`config.mk`:
```
export PLATFORM = sky130hd
export DESIGN_NAME = mem_port_arbiter
export DESIGN_NICKNAME = d
export VERILOG_FILES = /design/src/rtl/mem_port_arbiter.sv
export SDC_FILE = /design/constraint.sdc
export NUM_CORES = 1
export LEC_CHECK = 0
export BUFFER_PORTS_ARGS = -buffer_cell sky130_fd_sc_hd__buf_2
export CORE_UTILIZATION = 43
export DETAILED_ROUTE_END_ITERATION = 6
export GPL_TIMING_DRIVEN = 0
export PLACE_DENSITY_LB_ADDON = 0.25
export SLEW_MARGIN = 20
export SYNTH_ARGS = -nofsm -noshare
export SYNTH_HDL_FRONTEND = slang
export SYNTH_SLANG_ARGS = --single-unit
export TNS_END_PERCENT = 1
```
`constraint.sdc`:
```
create_clock -name clk -period 3.65 [get_ports clk]
set_input_delay 0.365 -clock clk [delete_from_list [all_inputs] [get_ports clk]]
set_output_delay 0.365 -clock clk [all_outputs]
set_load 0.02 [all_outputs]
```
`src/rtl/mem_port_arbiter.sv`:
```
// mem_port_arbiter: round-robin arbiter giving two requesters access to one single-port synchronous RAM.
// Define MEM_PORT_ARBITER_SCAN_EN to add a background read scan that runs while no requester is waiting.
module mem_port_arbiter #(
    parameter int DATA_W = 4,
    parameter int ADDR_W = 2
) (
    input  logic              clk,
    input  logic              rst_n,
    input  logic              hold,
    input  logic              req_a,
    input  logic              req_b,
    input  logic              we_a,
    input  logic              we_b,
    input  logic [ADDR_W-1:0] addr_a,
    input  logic [ADDR_W-1:0] addr_b,
    input  logic [DATA_W-1:0] wdata_a,
    input  logic [DATA_W-1:0] wdata_b,
    output logic              ack_a,
    output logic              ack_b,
    output logic [DATA_W-1:0] rdata_a,
    output logic [DATA_W-1:0] rdata_b,
    output logic              mem_en,
    output logic              mem_we,
    output logic [ADDR_W-1:0] mem_addr,
    output logic [DATA_W-1:0] mem_wdata,
    input  logic [DATA_W-1:0] mem_rdata,
    output logic              busy,
    output logic              scan_valid,
    output logic [ADDR_W-1:0] scan_addr,
    output logic [DATA_W-1:0] scan_data
);
    typedef enum logic [1:0] {IDLE, ISSUE, COMPLETE} state_t;

    state_t            state, state_nx;
    logic              last_b, win_b, is_scan, op_we;
    logic              go, start, scan_go, pick_b, sel_we;
    logic [ADDR_W-1:0] scan_ptr;

`ifdef MEM_PORT_ARBITER_SCAN_EN
    localparam logic SCAN_EN = 1'b1;
`else
    localparam logic SCAN_EN = 1'b0;
`endif

    // Arbitration: B wins alone or on a tie when A was granted last; an idle slot becomes a scan when enabled
    always_comb begin
        pick_b  = req_b && (!req_a || !last_b);
        go      = !hold && (req_a || req_b || SCAN_EN);
        start   = (state == IDLE) && go;
        scan_go = go && !req_a && !req_b;
        sel_we  = !scan_go && (pick_b ? we_b : we_a);
    end

    // State register
    always_ff @(posedge clk or negedge rst_n) begin
        if (!rst_n) state <= IDLE;
        else        state <= state_nx;
    end

    // Next state: ISSUE and COMPLETE are fixed single cycles
    always_comb begin
        state_nx = (state == IDLE) ? (go ? ISSUE : IDLE) : (state == ISSUE) ? COMPLETE : IDLE;
    end

    // RAM command registers and the record of who owns the access in flight
    always_ff @(posedge clk or negedge rst_n) begin
        if (!rst_n) begin
            mem_en    <= 1'b0;
            mem_we    <= 1'b0;
            mem_addr  <= '0;
            mem_wdata <= '0;
            win_b     <= 1'b0;
            is_scan   <= 1'b0;
            op_we     <= 1'b0;
            last_b    <= 1'b1;
        end else begin
            mem_en <= start;
            mem_we <= start && sel_we;
            if (start) begin
                mem_addr  <= scan_go ? scan_ptr : pick_b ? addr_b : addr_a;
                mem_wdata <= scan_go ? '0 : pick_b ? wdata_b : wdata_a;
                op_we     <= sel_we;
                win_b     <= pick_b;
                is_scan   <= scan_go;
                if (!scan_go) last_b <= pick_b;
            end
        end
    end

    // Completion outputs: only the owner of the access sees ack and read data
    always_comb begin
        busy    = state != IDLE;
        ack_a   = (state == COMPLETE) && !is_scan && !win_b;
        ack_b   = (state == COMPLETE) && !is_scan && win_b;
        rdata_a = (ack_a && !op_we) ? mem_rdata : '0;
        rdata_b = (ack_b && !op_we) ? mem_rdata : '0;
    end

`ifdef MEM_PORT_ARBITER_SCAN_EN
    // Scan pointer advances once each scan read completes
    always_ff @(posedge clk or negedge rst_n) begin
        if (!rst_n)                             scan_ptr <= '0;
        else if ((state == COMPLETE) && is_scan) scan_ptr <= scan_ptr + ADDR_W'(1);
    end

    // Scan result is presented during the scan's COMPLETE cycle
    always_comb begin
        scan_valid = (state == COMPLETE) && is_scan;
        scan_addr  = scan_valid ? scan_ptr : '0;
        scan_data  = scan_valid ? mem_rdata : '0;
    end
`else
    assign scan_ptr   = '0;
    assign scan_valid = 1'b0;
    assign scan_addr  = '0;
    assign scan_data  = '0;
`endif
endmodule

```
==> results.ini <==
[worst_hold_path]
worst_hold_path_type = primary input to flop
min_path_cells = 2

[placed_design]
gp_congestion = 0.629
detailedPlace.worstSlack_ns = 1.91
port_buffers = 41
dpl.hpwl_um = 1140

[cts]
cts_root_buffer = clkbuf_4
clk_latency_ns = 0.27
clockBufferDepth = 2
cts-htree-levels = 1
cts_tree = yes
cts_made_buffers = 3
cts_resized = 0
cts.sinks = 13
path_clk_slew_ns = 0.07
postCtsSetupBuffers = 0

[finish]
multi_input_area_sq_um = 370
n_antenna_cell = 0
fillers = 135
final_layout_size_suffix_gt1_share_pct = 56.9
area.growth.synth_to_final_pct = 38.6
fin_nets = 140
seqCellArea_sq_um = 327

[grt]
grt_pass1_vias = 555
grt_pass1_wl_um = 2260
grt_usage_pct = 16.5
grt_start_max_net_pins = 14
grt_antenna_before_repair = 0
grt.overflow.total = 0

[setup_path]
cpPeakStageDelay_ns = 0.47
critPathBufInv = 1
critPathLaunchType = flop
worstPathMaxFanout = 6
cp_top_family = simple AND/OR/NAND/NOR gates
worstPathArrival_ns = 1.68
crit_path_end_kind = output pin
cp.depth = 4
r2r_cells = 3
criticalPathCategory = flop to output pin
critPathRequiredTime_ns = 3.28
critPathSlowestCell = or3b_4
crit_chain = or3b_4, nor3_4, and2_1, buf_2

[synthesis]
synth_simple_gate_area_share_pct = 30.6
synth_compound_area_share_pct = 16.2
synthAdderAreaFrac_pct = 0
synthArstFlopShare_pct = 100
synth_ff_type = dfrtp_1
synth_edf_count = 0
synth_area_sq_um = 736
synth-xor-area-share_pct = 0
synthMuxAreaShare_pct = 0
postSynthCellCount = 64
seq_area_frac_synth_pct = 44.4
ys_warn_count = 0
avgSynthCellArea_sq_um = 11.5
synth.distinct_cells = 24
ys_ff_latch = 13
synth_top_family_by_area = simple AND/OR/NAND/NOR gates

[sta]
setup_total_negative_slack_ns = 0
worst_slew_pin_slew_ns = 0.514
clock-skew-final_ns = 0.00145
slew_violations = 0
setup_viol = 0
rsz0062_at_grt = false
relSlewSlack_pct = 65.6
hold_viol = 0
layout_setup_ws_ns = 1.61
fin_crit_sh_pct = 56.0
min_period_ns = 2.04
clock.fmax_mhz = 490

[pwr]
swShare_pct = 35.0
power_mw = 0.462
p_seq_share_pct = 44.8
p_switching_mw = 0.162
pwr-share-clk_pct = 18.7
p_int_mw = 0.300
power_density_mw_per_mm2 = 453
comb_power_share_pct = 36.5
total_leakage_power_nw = 0.536
vdd_ir_drop_max_mv = 0.364

[floorplanning]
design.die.area_sq_mm = 0.00188
initial_utilization_pct = 47.2
rows = 14
fp.dieW_um = 43.4
core_sq_mm = 0.00156
pin_count = 49
die_h_um = 43.4

[routing]
vias = 659
drt_iter0_drc = 28
firstDrtPassIters = 6
final_antenna_net_count = 0
viasPerCell = 4.99
wl_per_cell_um = 10.9
wl_um = 1440
drc = 8

[status]
violations = DRC
outcome = finished, violations left

[run]
max-cap-violations = 0

==> cell type report <==
type                            instances  area share, %
Timing Repair Buffer                   42           21.1
Clock buffer                            4           2.58
Inverter                                1          0.368
Tap cell                               16           1.96
Buffer                                  8           5.64
Sequential cell                        13           32.0
Multi-Input combinational cell         48           36.3
==> metal layers <==
| metal | vias to the layer above | part of all wire, % | global-route usage [%] |
|---|---|---|---|
| met1 | 297 | 43 | 19.1 |
| li1 | 327 | - | - |
| met5 | - | 0 | 0 |
| met3 | 2 | 9.4 | 6.67 |
| met4 | 0 | 0.62 | 5.63 |
| met2 | 33 | 47 | 27.6 |
==> synthesized netlist by cell type (2+ instances only) <==
cell type / n / area (sq um)
and2_1: 8 / 50.1
buf_4: 7 / 52.6
dfrtp_1: 12 / 300
nand3b_1: 7 / 52.6
nor2_1: 2 / 7.51
nor3_4: 2 / 32.5
o21a_1: 3 / 22.5
o221a_2: 7 / 78.8
==> worst register-to-register path, stage by stage (launching register included) <==
cell	delay, ns
dfrtp_1	0.44
nor3_1	0.25
nand3_1	0.29
o221a_2	0.33
==> sequential cells by signal, summed over array words and instances, names as in the netlist <==
name	flops
last_b	1
mem_wdata	4
state	2
mem_we	1
win_b	1
mem_addr	2
op_we	1
is_scan	1
==> path summary, 6_finish.rpt <==
check | startpoint | to | slack, ns
worst max register to register | state[1] | mem_wdata[2] | 2.23
worst min-delay path | wdata_a[0] | mem_wdata[0] | 0.36
min in group asynchronous | rst_n | op_we | 0.51
worst max-delay path | state[0] | rdata_a[1] | 1.61
max in group asynchronous | rst_n | last_b | 2.86
worst min register to register | is_scan | is_scan | 0.52
==> repair_timing <==
action | 4_1_cts | 5_1_grt
hold buffers | 1 | 0
endpoints found under the setup margin | 0 | 0
endpoints found under the hold margin | 12 | 0
==> through the flow <==
step	hold WS, ns	util [%]	std cells	cell area (sq um)
floorplan	0.0694	-	70	758
global placement	0.261	63.1	127	983
detailed placement	0.265	63.1	127	983
CTS	0.360	65.4	132	1020
global route	0.349	65.4	132	1020
finish	0.365	65.4	132	1020
==> cells in the final DEF (no fill, tap or decap), types with 2 or more instances in the layout <==
| cell type | n |
|---|---|
| buf_2 | 42 |
| dfrtp_1 | 12 |
| and2_1 | 8 |
| nand3b_1 | 7 |
| o221a_2 | 7 |
| buf_4 | 7 |
| conb_1 | 7 |
| o21a_1 | 3 |
| clkbuf_4 | 3 |
| nor2_1 | 2 |
| nor3_4 | 2 |
==> logic make-up (layout without fill, tap and decap cells) <==
group                  Yosys count  after routing
AND/OR/NAND/NOR                 29             29
flip-flops                      13             13
AO/OA/AOI/OAI                   12             12
buffers and inverters            9             55
other                            1              7
==> power by group through the flow <==
stage,Clock [mW],Combinational (mW),Sequential (mW)
2_1_floorplan,0,0.0902,0.234
3_3_place_gp,0,0.167,0.210
3_5_place_dp,0,0.169,0.211
4_1_cts,0.0882,0.170,0.208
5_1_grt,0.0969,0.181,0.213
6_report,0.0864,0.168,0.207
(Power assumes the default switching activity.)
